===== src/rtl/riscv_pkg.sv =====
// Shared opcode constants, enums and small decode helpers for the memory stage.
package riscv_pkg;

    localparam logic [6:0] OP_LOAD  = 7'b0000011;
    localparam logic [6:0] OP_STORE = 7'b0100011;

    // {funct3, opcode[6:0]} encodings, the same layout the ALU forwards
    localparam logic [9:0] OPC_LB  = {3'b000, OP_LOAD};
    localparam logic [9:0] OPC_LH  = {3'b001, OP_LOAD};
    localparam logic [9:0] OPC_LW  = {3'b010, OP_LOAD};
    localparam logic [9:0] OPC_LD  = {3'b011, OP_LOAD};
    localparam logic [9:0] OPC_LBU = {3'b100, OP_LOAD};
    localparam logic [9:0] OPC_LHU = {3'b101, OP_LOAD};
    localparam logic [9:0] OPC_LWU = {3'b110, OP_LOAD};
    localparam logic [9:0] OPC_SB  = {3'b000, OP_STORE};
    localparam logic [9:0] OPC_SH  = {3'b001, OP_STORE};
    localparam logic [9:0] OPC_SW  = {3'b010, OP_STORE};
    localparam logic [9:0] OPC_SD  = {3'b011, OP_STORE};

    typedef enum logic [1:0] {MEM_B, MEM_H, MEM_W, MEM_D} mem_size_e;
    typedef enum logic [1:0] {IDLE, REQ, WAIT, WB} mem_state_e;

    // Byte-enable pattern for an access of the given size at offset 0
    function automatic logic [7:0] size_mask(input mem_size_e size);
        unique case (size)
            MEM_B: size_mask = 8'h01;
            MEM_H: size_mask = 8'h03;
            MEM_W: size_mask = 8'h0F;
            MEM_D: size_mask = 8'hFF;
        endcase
    endfunction

    // An access is misaligned when the offset is not a multiple of its size
    function automatic logic misaligned(input mem_size_e size, input logic [2:0] off);
        unique case (size)
            MEM_B: misaligned = 1'b0;
            MEM_H: misaligned = off[0];
            MEM_W: misaligned = |off[1:0];
            MEM_D: misaligned = |off;
        endcase
    endfunction

endpackage


===== src/rtl/load_align.sv =====
// Extracts the addressed bytes of a 64-bit load response and extends them to XLEN.
module load_align
    import riscv_pkg::*;
#(
    parameter int XLEN = 64
) (
    input  logic [XLEN-1:0] resp_data,
    input  logic [2:0]      byte_off,
    input  mem_size_e       size,
    input  logic            is_unsigned,
    output logic [XLEN-1:0] result
);

    logic [XLEN-1:0] shifted;

    // Shift the addressed byte down to lane 0, then sign- or zero-extend by size
    always_comb begin
        shifted = resp_data >> {byte_off, 3'b000};
        unique case (size)
            MEM_B: result = is_unsigned ? {{(XLEN-8){1'b0}},  shifted[7:0]}
                                        : {{(XLEN-8){shifted[7]}},  shifted[7:0]};
            MEM_H: result = is_unsigned ? {{(XLEN-16){1'b0}}, shifted[15:0]}
                                        : {{(XLEN-16){shifted[15]}}, shifted[15:0]};
            MEM_W: result = is_unsigned ? {{(XLEN-32){1'b0}}, shifted[31:0]}
                                        : {{(XLEN-32){shifted[31]}}, shifted[31:0]};
            MEM_D: result = shifted;
        endcase
    end

endmodule


===== src/rtl/mem_stage.sv =====
// Memory-access stage: issues one load/store at a time and produces a writeback pulse.
//
// Handshakes: a transfer happens on a rising edge where valid && ready are both high.
// in_valid/in_ready capture one ALU record; mem_req_valid stays high with all request
// fields stable until mem_req_ready; mem_resp_valid is a one-cycle pulse with no ready.
module mem_stage
    import riscv_pkg::*;
#(
    parameter int XLEN        = 64,
    parameter int ADDR_W      = 64,
    parameter int TIMEOUT_CYC = 255
) (
    input  logic              clk,
    input  logic              reset,
    input  logic              in_valid,
    output logic              in_ready,
    input  logic [9:0]        in_opcode,
    input  logic [4:0]        in_rd,
    input  logic [XLEN-1:0]   in_result,
    input  logic [ADDR_W-1:0] in_addr,
    input  logic [XLEN-1:0]   in_sdata,
    output logic              mem_req_valid,
    input  logic              mem_req_ready,
    output logic [ADDR_W-1:0] mem_req_addr,
    output logic              mem_req_we,
    output logic [XLEN-1:0]   mem_req_wdata,
    output logic [7:0]        mem_req_wstrb,
    input  logic              mem_resp_valid,
    input  logic [XLEN-1:0]   mem_resp_data,
    output logic              wb_valid,
    output logic              wb_en,
    output logic [4:0]        wb_rd,
    output logic [XLEN-1:0]   wb_data,
    output logic              wb_err,
    output mem_state_e        dbg_state
);

    localparam int CNT_W = $clog2(TIMEOUT_CYC + 1);

    mem_state_e        state_q, state_d;
    logic [4:0]        rd_q, rd_d;
    logic              store_q, store_d;
    mem_size_e         size_q, size_d;
    logic              uns_q, uns_d;
    logic [2:0]        off_q, off_d;
    logic              err_q, err_d;
    logic [CNT_W-1:0]  cnt_q, cnt_d;
    logic [ADDR_W-1:0] addr_q, addr_d;
    logic [XLEN-1:0]   wdata_q, wdata_d;
    logic [7:0]        wstrb_q, wstrb_d;
    logic [XLEN-1:0]   data_q, data_d;

    logic [2:0]        funct3;
    logic              is_load, is_store;
    mem_size_e         in_size;
    logic [XLEN-1:0]   load_res;

    assign funct3   = in_opcode[9:7];
    assign is_load  = (in_opcode[6:0] == OP_LOAD) && (funct3 != 3'b111);
    assign is_store = (in_opcode[6:0] == OP_STORE) && !funct3[2];
    assign in_size  = mem_size_e'(funct3[1:0]);

    load_align #(.XLEN(XLEN)) u_align (
        .resp_data   (mem_resp_data),
        .byte_off    (off_q),
        .size        (size_q),
        .is_unsigned (uns_q),
        .result      (load_res)
    );

    // Next-state and captured-record decode
    always_comb begin
        state_d = state_q;
        rd_d    = rd_q;
        store_d = store_q;
        size_d  = size_q;
        uns_d   = uns_q;
        off_d   = off_q;
        err_d   = err_q;
        cnt_d   = cnt_q;
        addr_d  = addr_q;
        wdata_d = wdata_q;
        wstrb_d = wstrb_q;
        data_d  = data_q;
        unique case (state_q)
            IDLE: begin
                if (in_valid) begin
                    rd_d    = in_rd;
                    store_d = is_store;
                    size_d  = in_size;
                    uns_d   = funct3[2];
                    off_d   = in_addr[2:0];
                    err_d   = 1'b0;
                    cnt_d   = '0;
                    addr_d  = {in_addr[ADDR_W-1:3], 3'b000};
                    wdata_d = is_store ? (in_sdata << {in_addr[2:0], 3'b000}) : '0;
                    wstrb_d = is_store ? (size_mask(in_size) << in_addr[2:0]) : 8'h00;
                    data_d  = '0;
                    if (!(is_load || is_store)) begin
                        data_d  = in_result;
                        state_d = WB;
                    end else if (misaligned(in_size, in_addr[2:0])) begin
                        err_d   = 1'b1;
                        state_d = WB;
                    end else begin
                        state_d = REQ;
                    end
                end
            end
            REQ: begin
                if (mem_req_ready) begin
                    if (mem_resp_valid) begin
                        data_d  = store_q ? '0 : load_res;
                        state_d = WB;
                    end else begin
                        state_d = WAIT;
                    end
                end
            end
            WAIT: begin
                if (mem_resp_valid) begin
                    data_d  = store_q ? '0 : load_res;
                    state_d = WB;
                end else if (cnt_q == CNT_W'(TIMEOUT_CYC - 1)) begin
                    err_d   = 1'b1;
                    state_d = WB;
                end else begin
                    cnt_d = cnt_q + 1'b1;
                end
            end
            WB: state_d = IDLE;
        endcase
    end

    // State and record registers; reset abandons any access in flight
    always_ff @(posedge clk) begin
        if (reset) begin
            state_q <= IDLE;
            rd_q    <= '0;
            store_q <= 1'b0;
            size_q  <= MEM_B;
            uns_q   <= 1'b0;
            off_q   <= '0;
            err_q   <= 1'b0;
            cnt_q   <= '0;
            addr_q  <= '0;
            wdata_q <= '0;
            wstrb_q <= '0;
            data_q  <= '0;
        end else begin
            state_q <= state_d;
            rd_q    <= rd_d;
            store_q <= store_d;
            size_q  <= size_d;
            uns_q   <= uns_d;
            off_q   <= off_d;
            err_q   <= err_d;
            cnt_q   <= cnt_d;
            addr_q  <= addr_d;
            wdata_q <= wdata_d;
            wstrb_q <= wstrb_d;
            data_q  <= data_d;
        end
    end

    assign in_ready      = (state_q == IDLE);
    assign mem_req_valid = (state_q == REQ);
    assign mem_req_we    = (state_q == REQ) && store_q;
    assign mem_req_addr  = addr_q;
    assign mem_req_wdata = wdata_q;
    assign mem_req_wstrb = wstrb_q;
    assign wb_valid      = (state_q == WB);
    assign wb_err        = (state_q == WB) && err_q;
    assign wb_en         = (state_q == WB) && (rd_q != 5'd0) && !err_q && !store_q;
    assign wb_rd         = rd_q;
    assign wb_data       = data_q;
    assign dbg_state     = state_q;

endmodule


===== config.mk =====
export PLATFORM = sky130hd
export DESIGN_NAME = mem_stage
export DESIGN_NICKNAME = d
export VERILOG_FILES = /design/src/rtl/riscv_pkg.sv /design/src/rtl/load_align.sv /design/src/rtl/mem_stage.sv
export SDC_FILE = /design/constraint.sdc
export NUM_CORES = 1
export LEC_CHECK = 0
export ABC_CLOCK_PERIOD_IN_PS = 2850
export BUFFER_PORTS_ARGS = -buffer_cell sky130_fd_sc_hd__buf_2
export CORE_ASPECT_RATIO = 1.75
export CORE_MARGIN = 5
export CORE_UTILIZATION = 35
export CTS_BUF_LIST = sky130_fd_sc_hd__clkbuf_16
export DETAILED_ROUTE_END_ITERATION = 6
export PLACE_DENSITY = 0.72
export SKIP_LAST_GASP = 1
export SLEW_MARGIN = 0
export SYNTH_ARGS = -nofsm -noshare
export SYNTH_HDL_FRONTEND = slang
export SYNTH_SLANG_ARGS = --single-unit

===== constraint.sdc =====
create_clock -name clk -period 2.85 [get_ports clk]
set_input_delay 0.57 -clock clk [delete_from_list [all_inputs] [get_ports clk]]
set_output_delay 0.57 -clock clk [all_outputs]
set_load 0.02 [all_outputs]

Word level (Yosys, flattened, before mapping). Cells that the tools add are included.

Register bits: 220. Bits in latches: 0. RAM bits: 0. Bits in read-only memories: 0. Bits of input ports: 276. Output and inout port bits: 213. Word-level logic and storage cells: 96. Memories kept: 0.

Add/subtract/negate cells: 1. Multipliers: 0. Divide/modulo/power cells: 0. Magnitude comparators: 0. Eq/ne operators: 19. Shifts and indexed selects: 3. Multiplexer cells: 37. Bitwise gates (word level): 0. Reduce and logical (&&, ||, !) cells: 24.

Operators with widths (number): two-way mux 64 bit (9); one-hot mux 64 bit (4 select lines) (1); one-hot mux 64 bit (3 select lines) (1); << shifter 64 x 6 -> 64 bit (1); right shift 64 x 6 -> 64 bit (1); two-way mux 8 bit (6); one-hot mux 8 bit (4 select lines) (1); one-hot mux 8 bit (2 select lines) (1); == test 2 bit (second input constant) (6); two-way mux 2 bit (6); two-way mux 1 bit (9); adder 8 x 1 -> 8 bit (second input constant) (1); == test 8 bit (second input constant) (1); inequality test 2 bit (second input constant) (4); one-hot mux 2 bit (4 select lines) (1); AND reduction 4 bit (2); << shifter 8 x 3 -> 8 bit (1); == test 7 x 2 -> 1 bit (second input constant) (1); == test 7 x 6 -> 1 bit (second input constant) (1); logical AND 1 bit (7); == test 2 x 1 -> 1 bit (second input constant) (3); logical NOT 2 bit (3); inequality test 3 bit (second input constant) (2); AND reduction 3 bit (2); 11 further kinds (13).

Depth between registers and ports, before layout. Gate-level depths: netlist of the first run.

Depth after elaboration: 10. Gate-level depth with buffers: 11. Gate-level depth less buffers: 7.

Modules after synthesis. A second synthesis of the first run with hierarchy kept.

Cell total of the unflattened synthesis: 1471. Area, all modules: 12873.6 µm².

By module, submodules not included: mem_stage (times used 1, cells an instance 1213, area an instance 10329.9 µm², seq. area each 4404.2 µm²); load_align (times used 1, cells an instance 258, area an instance 2543.7 µm², seq. area each 0.0 µm²).

Least setup slack after synthesis of the first run. No wires, ideal clock.

Path type: register -> register. Start point: reg state_q[0], in the netlist dbg_state[0]. End point: reg data_q[41], in the netlist wb_data[41]. Setup time: 0.086 ns. Arrival time: 2.242 ns. Data required time: 2.764 ns. Path slack: 0.522 ns. Stages on the path, launching flop included: 12. Buffers on the path: 4. Period minus slack after synthesis: 2.328 ns. Path through: dfxtp_1 > inv_1 > ha_1 > buf_2 > nand2b_1 > o21ai_0 > nand2b_1 > clkbuf_1 > buf_2 > buf_1 > a21oi_1 > a211oi_1.

Word-level cells in the longest chain between the ends: 3. Elaborated cells between the ends (all ways): 8. Classes of those cells: eq/ne (4); mux (1); reduce/logical (3).

RTL lines: from (decl) (line mem_stage.sv:40) `mem_state_e state_q, state_d;`; from (signal assigned) (line mem_stage.sv:151) `state_q <= state_d;`; logical NOT 2 bit *; net in_ready (line mem_stage.sv:16) `output logic in_ready,`; inequality test 2 bit (no line) or nonzero test 3 bit (tied branches); AND reduction 3 bit (no line); to (signal assigned) (line mem_stage.sv:162) `data_q <= data_d;`; to (decl) (line mem_stage.sv:51) `logic [XLEN-1:0] data_q, data_d;`.

Mark *: on every way through the listed nets, which the timed path passes. The rest lies on a longest branch. A chain may end at the register's enable or synchronous reset.

Worst setup path after layout of the first run.
Start point: reg off_q[1]. End point: reg data_q[33], in the netlist wb_data[33].

Word-level cells in the longest chain between the ends: 7. Elaborated cells between the ends (all ways): 9. Classes of those cells: shift (1); mux (8).

RTL lines: from (decl) (line mem_stage.sv:45) `logic [2:0] off_q, off_d;`; from (signal assigned) (line mem_stage.sv:143) `off_q <= '0;`; from (signal assigned) (line mem_stage.sv:156) `off_q <= off_d;`; right shift 64 x 6 -> 64 bit * (line load_align.sv:18) `shifted = resp_data >> {byte_off, 3'b000};`; two-way mux 64 bit (on tied branches) (line load_align.sv:24, load_align.sv:20, load_align.sv:22); one-hot mux 64 bit (4 select lines) * (line load_align.sv:19) `unique case (size)`; two-way mux 64 bit * (line mem_stage.sv:113, mem_stage.sv:122); two-way mux 64 bit * (line mem_stage.sv:112, mem_stage.sv:121); two-way mux 64 bit (line mem_stage.sv:111) `if (mem_req_ready) begin`; one-hot mux 64 bit (3 select lines) * (line mem_stage.sv:85) `unique case (state_q)`.

Every way passes the cells marked *; elsewhere a longest branch is shown, timed or not. The select of a mux whose other input is x is not followed.

==> impl_metrics.json, run 1 <==
{
  "worst_slew_pin_slew_ns": 1.15,
  "async_flop_share": 0,
  "overflow": 0,
  "dpl_cell_area_mm2": 0.0153,
  "cp-start-kind": "flop",
  "final_hold_viol_count": 0,
  "numPortBuffers": 485,
  "p_total_mw": 13.1,
  "layout_common_cells": "buf_2, dfxtp_1, nand2_1, a21oi_1, nor2_1",
  "ys.flop_type": "dfxtp_1",
  "wirelength_mm": 54.1,
  "clock_sinks": 220,
  "drv_cap": 0,
  "synth-seq-cells": 220,
  "finalCritPeriodShare": 0.967,
  "slew_headroom": 0.232,
  "via_count": 13300,
  "start_util": 0.355,
  "final_cells": 2378,
  "wl_per_cell_um": 22.7,
  "hpwl_mm": 41.7,
  "die_h_um": 258,
  "synth_cell_types": 60,
  "cts_made_buffers": 23,
  "fmax_mhz": 363,
  "outcome": "completed",
  "path_clk_slew_ns": 0.07,
  "setup_viol": 0,
  "setup_tns_ns": 0,
  "final_area_mm2": 0.0159,
  "ys_warn_count": 0,
  "synth-edff-count": 0,
  "endpoint_kind": "flop",
  "die_area_mm2": 0.0390,
  "htreeDepth": 1,
  "ant_nets": 0,
  "clock_latency_ns": 0.51,
  "drive_gt1_frac": 0.347,
  "power_density_mw_per_mm2": 821,
  "grt_max_degree": 83,
  "yosysSeqAreaShare": 0.359,
  "grt_pass1_wl_mm": 78.0,
  "drt_iter0_markers": 911,
  "final_common_cell": "buf_2",
  "skew_ns": 0.0111,
  "finish.net_count": 2180,
  "drv_slew": 0,
  "cts_root_buffer": "clkbuf_16",
  "grt_usage": 0.259,
  "area_growth_pct": 30.0,
  "place_congestion": 1.01,
  "rsz0062_at_grt": "false",
  "leakagePower_nw": 7.04,
  "postCtsSetupRepairBufs": 0,
  "syn-cell-area_mm2": 0.0123,
  "period_minus_slack_ns": 2.76,
  "placedCellCount": 2333,
  "antenna_found_initial": 6,
  "hold_class": "input port to flop",
  "crit_required_ns": 3.22,
  "design.core.area_mm2": 0.0346,
  "vias_per_cell": 5.61,
  "cts_tree": "done",
  "rows": 90,
  "cp.arrival_ns": 3.13,
  "path_max_fanout": 50,
  "max-vdd-ir-drop_v": 0.000517,
  "io_pins": 489,
  "clockBufferDepth": 3,
  "syn_avg_cell_area_um2": 8.31,
  "drc": 0,
  "critical_path_class": "flop to flop",
  "die_x_um": 151,
  "netlist_instances": 1474,
  "firstDrtPassIters": 6,
  "first_global_vias": 13100
}
## logic make-up (layout without fill, tap and decap cells)
family / count (synthesis) / in the layout / share of synthesized area
other cells: 1 / 7 / 0.000306
mux: 174 / 174 / 0.172
buf+inv: 161 / 599 / 0.0559
flops: 220 / 220 / 0.359
simple gates: 464 / 464 / 0.163
xor+xnor: 6 / 6 / 0.00429
fa+ha+maj: 6 / 6 / 0.00613
compound gates: 442 / 442 / 0.239
## power breakdown
group          internal [mW]  total (mW)  leakage (nW)  switching [mW]
Sequential              3.63        3.97          1.80           0.334
Clock                   1.46        2.74         0.350            1.28
Combinational           2.21        6.36          4.89            4.15
Total                   7.31        13.1          7.04            5.77
## state kept, by name, summed over array words and instances, names as in the netlist
register / flops
mem_req_addr: 61
store_q: 1
wb_data: 64
err_q: 1
off_q: 3
wb_rd: 5
dbg_state: 2
size_q: 2
mem_req_wstrb: 8
cnt_q: 8
mem_req_wdata: 64
uns_q: 1
## cell type report
class                           count  area (um^2)
Fill cell                        3442        18600
Clock inverter                     18         82.6
Inverter                            9         33.8
Antenna cell                        4         10.0
Clock buffer                       23          576
Multi-Input combinational cell   1095         7220
Timing Repair Buffer              549         3030
Sequential cell                   220         4410
Tap cell                          460          576
## path summary, 6_finish.rpt
path | depth (start not counted) | slack [ns] | start | endpoint
worst max-delay path | 7 | 0.09 | off_q[1] | wb_data[33]
worst min-delay path | 3 | 0.29 | in_addr[45] | mem_req_addr[45]
worst max register to register | 7 | 0.09 | off_q[1] | wb_data[33]
worst min register to register | 2 | 0.45 | mem_req_addr[42] | mem_req_addr[42]
## what timing repair did
action,in CTS,in global routing
hold buffers,0,0
resized for setup,0,1
hold endpoints to repair,0,0
endpoints found under the setup margin,0,6
## metrics by stage
stage	hold slack, ns	utilization	setup slack [ns]
after global routing	0.264	0.461	0.0526
final	0.291	0.461	0.0948
after detailed placement	0.443	0.441	0.120
after global placement	0.438	0.441	0.164
after CTS	0.246	0.460	0.191
after floorplan	0.453	-	0.522
## cell usage after synthesis (20+ instances only)
library cell / instances / share of area
a211oi_1: 67 / 0.041
a21oi_1: 155 / 0.063
a22oi_1: 50 / 0.031
buf_2: 29 / 0.012
clkbuf_1: 98 / 0.030
dfxtp_1: 220 / 0.36
mux2_2: 48 / 0.044
mux2i_1: 102 / 0.083
mux4_2: 24 / 0.044
nand2_1: 204 / 0.062
nand2b_1: 20 / 0.010
nor2_1: 146 / 0.045
nor2b_1: 23 / 0.012
nor3_1: 30 / 0.012
o21ai_0: 34 / 0.014
o22ai_1: 24 / 0.012
## routing by layer
metal	vias to the layer above	global-route usage	wire length (um)
li1	6182	-	-
met1	6273	0.261	17900
met2	694	0.459	27400
met3	192	0.0458	4040
met4	4	0.198	4710
met5	-	0	17
## critical path, cell delays in order (launching register included)
cell	delay, ns
dfxtp_2	0.41
buf_4	0.63
mux2i_1	0.66
buf_4	0.22
nor2b_1	0.13
a211oi_1	0.07
o31ai_1	0.33
a211oi_1	0.13
Note: power is estimated with default switching activity, not from simulation.
==> inputs of run 2 (changes only) <==
--- a/config.mk
+++ b/config.mk
@@ -13,6 +13,7 @@
 export CTS_BUF_LIST = sky130_fd_sc_hd__clkbuf_16
 export DETAILED_ROUTE_END_ITERATION = 6
 export PLACE_DENSITY = 0.72
+export RECOVER_POWER = 50
 export SKIP_LAST_GASP = 1
 export SLEW_MARGIN = 0
 export SYNTH_ARGS = -nofsm -noshare
==> run 2 against run 1 <==
- combinational power is 2% lower
- cell area fell by 1.6%
- maximum frequency up 1.8%
- clock skew increased by 0.0023 ns
- worst hold slack better by 0.00070 ns
- via count decreased by 0.13%
- clock-buffer cell count is the same
- wire length barely moved
- clock power barely moved
- register-to-register slack gained 0.05 ns
- sequential power about the same
- critical endpoint unchanged
- core utilization decreased by 0.76 points
==> impl_metrics.json, run 2 (synthesis results as in run 1) <==
{
  "setup_tns_ns": 0,
  "rows": 90,
  "dpl_cell_area_mm2": 0.0153,
  "reg2reg_depth": 7,
  "area_growth_pct": 27.9,
  "first_global_vias": 13100,
  "via_count": 13300,
  "endpoint_kind": "flop",
  "placedCellCount": 2333,
  "hold_class": "input port to flop",
  "path_cells": "buf_4 -> mux2i_1 -> buf_4 -> nor2b_1 -> a211oi_1 -> o31ai_1 -> a211oi_1",
  "htreeDepth": 1,
  "worstHoldStart": "in_addr[45]",
  "cts_made_buffers": 23,
  "timing.rr.start": "off_q[1]",
  "vias_per_cell": 5.60,
  "hold_path_depth": 3,
  "crit_slowest_cell": "mux2i_1",
  "drt_iter0_markers": 937,
  "period_minus_slack_ns": 2.71,
  "max-vdd-ir-drop_v": 0.000518,
  "wl_per_cell_um": 22.7,
  "grt_pass1_wl_mm": 78.0,
  "crit_path_max_incr_delay_ns": 0.63,
  "final_hold_viol_count": 0,
  "leakagePower_nw": 6.21,
  "design.core.area_mm2": 0.0346,
  "skew_ns": 0.0134,
  "overflow": 0,
  "clock_sinks": 220,
  "slew_headroom": 0.222,
  "start_util": 0.355,
  "die_x_um": 151,
  "grt_max_degree": 83,
  "firstDrtPassIters": 6,
  "path_max_fanout": 50,
  "drc": 0,
  "wirelength_mm": 54.0,
  "numPortBuffers": 485,
  "drive_gt1_frac": 0.240,
  "outcome": "completed",
  "fmax_mhz": 369,
  "cts_root_buffer": "clkbuf_16",
  "cp.arrival_ns": 3.08,
  "antenna_found_initial": 6,
  "clockBufferDepth": 3,
  "cts_tree": "done",
  "hpwl_mm": 41.7,
  "rrSetupSlack_ns": 0.14,
  "power_density_mw_per_mm2": 826,
  "ant_nets": 0,
  "path_clk_slew_ns": 0.07,
  "cts-hold-fix-buffers": 0,
  "crit_required_ns": 3.22,
  "die_h_um": 258,
  "grt_usage": 0.259,
  "layout_common_cells": "buf_2, dfxtp_1, nand2_1, clkbuf_1, a21oi_1",
  "cp-start-kind": "flop",
  "postCtsSetupRepairBufs": 0,
  "critical_path_class": "flop to flop",
  "finalCritPeriodShare": 0.950,
  "drv_slew": 0,
  "ctsResizeCount": 0,
  "place_congestion": 1.01,
  "final_area_mm2": 0.0157,
  "finish.net_count": 2180,
  "final_common_cell": "buf_2",
  "final_cells": 2378,
  "reg2reg_to": "wb_data[33]",
  "whs_endpoint": "mem_req_addr[45]",
  "rsz0062_at_grt": "false",
  "crit_path_start": "off_q[1]",
  "drv_cap": 0,
  "io_pins": 489,
  "clock_latency_ns": 0.51,
  "worst_slew_pin_slew_ns": 1.16,
  "setup_viol": 0,
  "die_area_mm2": 0.0390
}
run 2: per-stage QoR:
stage                     setup slack, ns  utilization  hold slack (ns)  total power, mW
after global routing               0.0430        0.453            0.264             13.7
after global placement              0.164        0.441            0.438             10.2
after CTS                           0.191        0.460            0.246             13.1
final                               0.143        0.453            0.291             12.9
after detailed placement            0.120        0.441            0.443             10.3
after floorplan                     0.522            -            0.453             8.09
run 2: per-layer routing:
metal,GRT usage,share of wire,routed length [um],vias to the layer above
met3,0.0458,0.077,4180,187
met5,0,0.00033,18,-
met2,0.459,0.51,27600,682
li1,-,-,-,6187
met1,0.261,0.33,17700,6268
met4,0.198,0.084,4560,4
run 2: critical path: cells and delay by family (launching register included):
family | cells | cell delay [ns]
simple gates | 1 | 0.13
flops | 1 | 0.41
mux | 1 | 0.63
buf+inv | 2 | 0.84
compound gates | 3 | 0.53
run 2: layout make-up:
| class | count | area [um^2] |
|---|---|---|
| diodes | 4 | 10.0 |
| well taps | 460 | 576 |
| repair buffers | 549 | 2780 |
| clock inverters | 18 | 82.6 |
| flip-flops and latches | 220 | 4410 |
| clock buffers | 23 | 576 |
| multi-input cells | 1095 | 7210 |
| inverters | 9 | 33.8 |
| fillers | 3546 | 18900 |
run 2: worst max path at each step:
stage	to	slack, ns
after detailed placement	wb_data[26]	0.12
after CTS	wb_en	0.19
after floorplan	wb_data[41]	0.52
after global placement	wb_data[30]	0.16
final	wb_data[33]	0.14
after global routing	mem_req_addr[59]	0.04
run 2: report_power, final:
group,internal [mW],total [mW],switching (mW)
clock network,1.46,2.74,1.28
registers,3.63,3.98,0.348
logic,2.07,6.22,4.15
==> inputs of run 3 (changes only) <==
--- a/config.mk
+++ b/config.mk
@@ -9,13 +9,14 @@
 export BUFFER_PORTS_ARGS = -buffer_cell sky130_fd_sc_hd__buf_2
 export CORE_ASPECT_RATIO = 1.75
 export CORE_MARGIN = 5
-export CORE_UTILIZATION = 35
+export CORE_UTILIZATION = 30
 export CTS_BUF_LIST = sky130_fd_sc_hd__clkbuf_16
 export DETAILED_ROUTE_END_ITERATION = 6
-export PLACE_DENSITY = 0.72
+export PLACE_DENSITY = 0.64
 export RECOVER_POWER = 50
 export SKIP_LAST_GASP = 1
 export SLEW_MARGIN = 0
 export SYNTH_ARGS = -nofsm -noshare
 export SYNTH_HDL_FRONTEND = slang
+export SYNTH_HIERARCHICAL = 1
 export SYNTH_SLANG_ARGS = --single-unit
==> run 3 against run 2 <==
- worst hold slack got worse by 0.035 ns
- sequential cell count unchanged
- via count decreased by 0.37%
- total power increased by 8.0%
- sequential power increased by 5%
==> impl_metrics.json, run 3 <==
{
  "reg2reg_depth": 7,
  "final_common_cell": "nand2_1",
  "wirelength_mm": 58.2,
  "clock_latency_ns": 0.55,
  "ant_nets": 0,
  "drc": 0,
  "p_sw_frac": 0.449,
  "worst_slew_pin_slew_ns": 0.946,
  "seqPwrFrac": 0.299,
  "hold_path_depth": 3,
  "max-vdd-ir-drop_v": 0.000784,
  "finish.net_count": 2158,
  "via_count": 13300,
  "placedCellCount": 2409,
  "die_h_um": 284,
  "outcome": "completed",
  "numPortBuffers": 485,
  "die_x_um": 167,
  "cts_made_buffers": 24,
  "yosysSeqAreaShare": 0.342,
  "syn_avg_cell_area_um2": 8.75,
  "hpwl_mm": 46.1,
  "worst_slack_ns": 0.195,
  "drt_iter0_markers": 1125,
  "setup_tns_ns": 0,
  "p_total_mw": 14.0,
  "layout_common_cells": "nand2_1, buf_2, dfxtp_1, clkbuf_1, a21oi_1",
  "drv_slew": 0,
  "cp-start-kind": "flop",
  "final_cells": 2451,
  "grt_max_degree": 129,
  "synth-edff-count": 0,
  "synth-seq-cells": 220,
  "design.core.area_mm2": 0.0425,
  "power_density_mw_per_mm2": 866,
  "cp.arrival_ns": 2.09,
  "drv_cap": 0,
  "overflow": 0,
  "yosys.area.top_type": "dfxtp_1",
  "ys_warn_count": 6,
  "first_global_vias": 13400,
  "switchingPower_mw": 6.28,
  "netlist_instances": 1471,
  "critical_path_class": "flop to primary output",
  "ys.flop_type": "dfxtp_1",
  "fmax_mhz": 377,
  "place_congestion": 1.08,
  "nFillCells": 4549,
  "antenna_found_initial": 2,
  "path_max_fanout": 3,
  "drive_gt1_frac": 0.255,
  "io_pins": 489,
  "period_minus_slack_ns": 2.66,
  "clockBufferDepth": 3,
  "final_area_mm2": 0.0161,
  "htreeDepth": 1,
  "hold_class": "input port to flop",
  "syn-cell-area_mm2": 0.0129,
  "clock_power_share": 0.217,
  "comb_power_share": 0.484,
  "yosysMostFrequentCell": "nand2_1",
  "wl_per_cell_um": 23.7,
  "place_ws_ns": 0.350,
  "endpoint_kind": "primary output",
  "finalCritPeriodShare": 0.932,
  "rows": 100,
  "crit_required_ns": 2.28,
  "die_area_mm2": 0.0473,
  "holdWs_ns": 0.256,
  "cts_tree": "done",
  "leakagePower_nw": 6.16,
  "rsz0062_at_grt": "false",
  "vias_per_cell": 5.42,
  "p_int_mw": 7.71,
  "firstDrtPassIters": 5,
  "final_hold_viol_count": 0,
  "grt_usage": 0.233,
  "final_core_util": 0.380,
  "clock_sinks": 220,
  "synthTopCellsByArea": "dfxtp_1, nand2_1, mux4_2",
  "start_util": 0.303,
  "yosys-top-cells-count": "nand2_1, dfxtp_1, a21oi_1",
  "area_growth_pct": 25.4,
  "setup_viol": 0,
  "ctsResizeCount": 0,
  "cts_root_buffer": "clkbuf_16",
  "synth_cell_types": 67,
  "async_flop_share": 0,
  "cts-hold-fix-buffers": 0,
  "skew_ns": 0.0142,
  "path_clk_slew_ns": 0.06,
  "slew_headroom": 0.367,
  "grt_pass1_wl_mm": 86.1,
  "synth_top_area_share": 0.342,
  "postCtsSetupRepairBufs": 0,
  "dpl_cell_area_mm2": 0.0157
}
run 3: changes by cell type after synthesis, moves of 33 or more:
cell / delta
nand2_1: +109
nand3b_1: +64
a211oi_1: -63
nor2_1: -56
a21oi_1: -50
a311oi_1: +50
clkbuf_1: -33
run 3: routing by layer:
layer  vias to the layer above  global-route usage  wire length, um
li1                       6165                   -                -
met1                      6344               0.238            19800
met2                       627               0.436            30600
met3                       143              0.0393             3530
met4                         0               0.145             4270
met5                         -                   0                0
run 3: power groups by stage:
stage | clock [mW] | sequential (mW) | combinational (mW)
floorplan | 0 | 4.95 | 4.01
global placement | 0 | 4.20 | 6.87
detailed placement | 0 | 4.22 | 6.95
CTS | 3.14 | 4.16 | 6.97
global route | 3.25 | 4.27 | 7.34
finish | 3.03 | 4.18 | 6.77
run 3: critical path, stage by stage, from the launching register on:
cell     delay (ns)
dfxtp_1        0.32
or4_1          0.59
nor2_1         0.33
nor4b_1        0.13
buf_2          0.18
run 3: layout make-up:
type,instances,area [um^2],share of cell area
Clock buffer,24,601,0.0372
Timing Repair Buffer,523,2590,0.160
Tap cell,561,702,0.0435
Antenna cell,1,2.50,0.000155
Clock inverter,17,131,0.00814
Sequential cell,220,4410,0.273
Inverter,9,33.8,0.00209
Multi-Input combinational cell,1096,7680,0.476
run 3: logic make-up after synthesis:
group / Yosys count / share of synthesized area
and+or+nand+nor: 599 / 0.235
xor gates and xnor gates: 1 / 0.000680
DFF: 220 / 0.342
buffers and inverters: 157 / 0.0652
other: 1 / 0.000291
muxes: 151 / 0.167
AOI/OAI and AO/OA: 334 / 0.182
adders and majority gates: 8 / 0.00778
run 3: path summary, 6_finish.rpt:
path,slack [ns],startpoint,end
worst max-delay path,0.19,wb_rd[3],wb_en
worst min-delay path,0.26,in_addr[7],mem_req_addr[7]
worst max register to register,0.30,dbg_state[0],mem_req_addr[57]
worst min register to register,0.45,mem_req_wdata[61],mem_req_wdata[61]
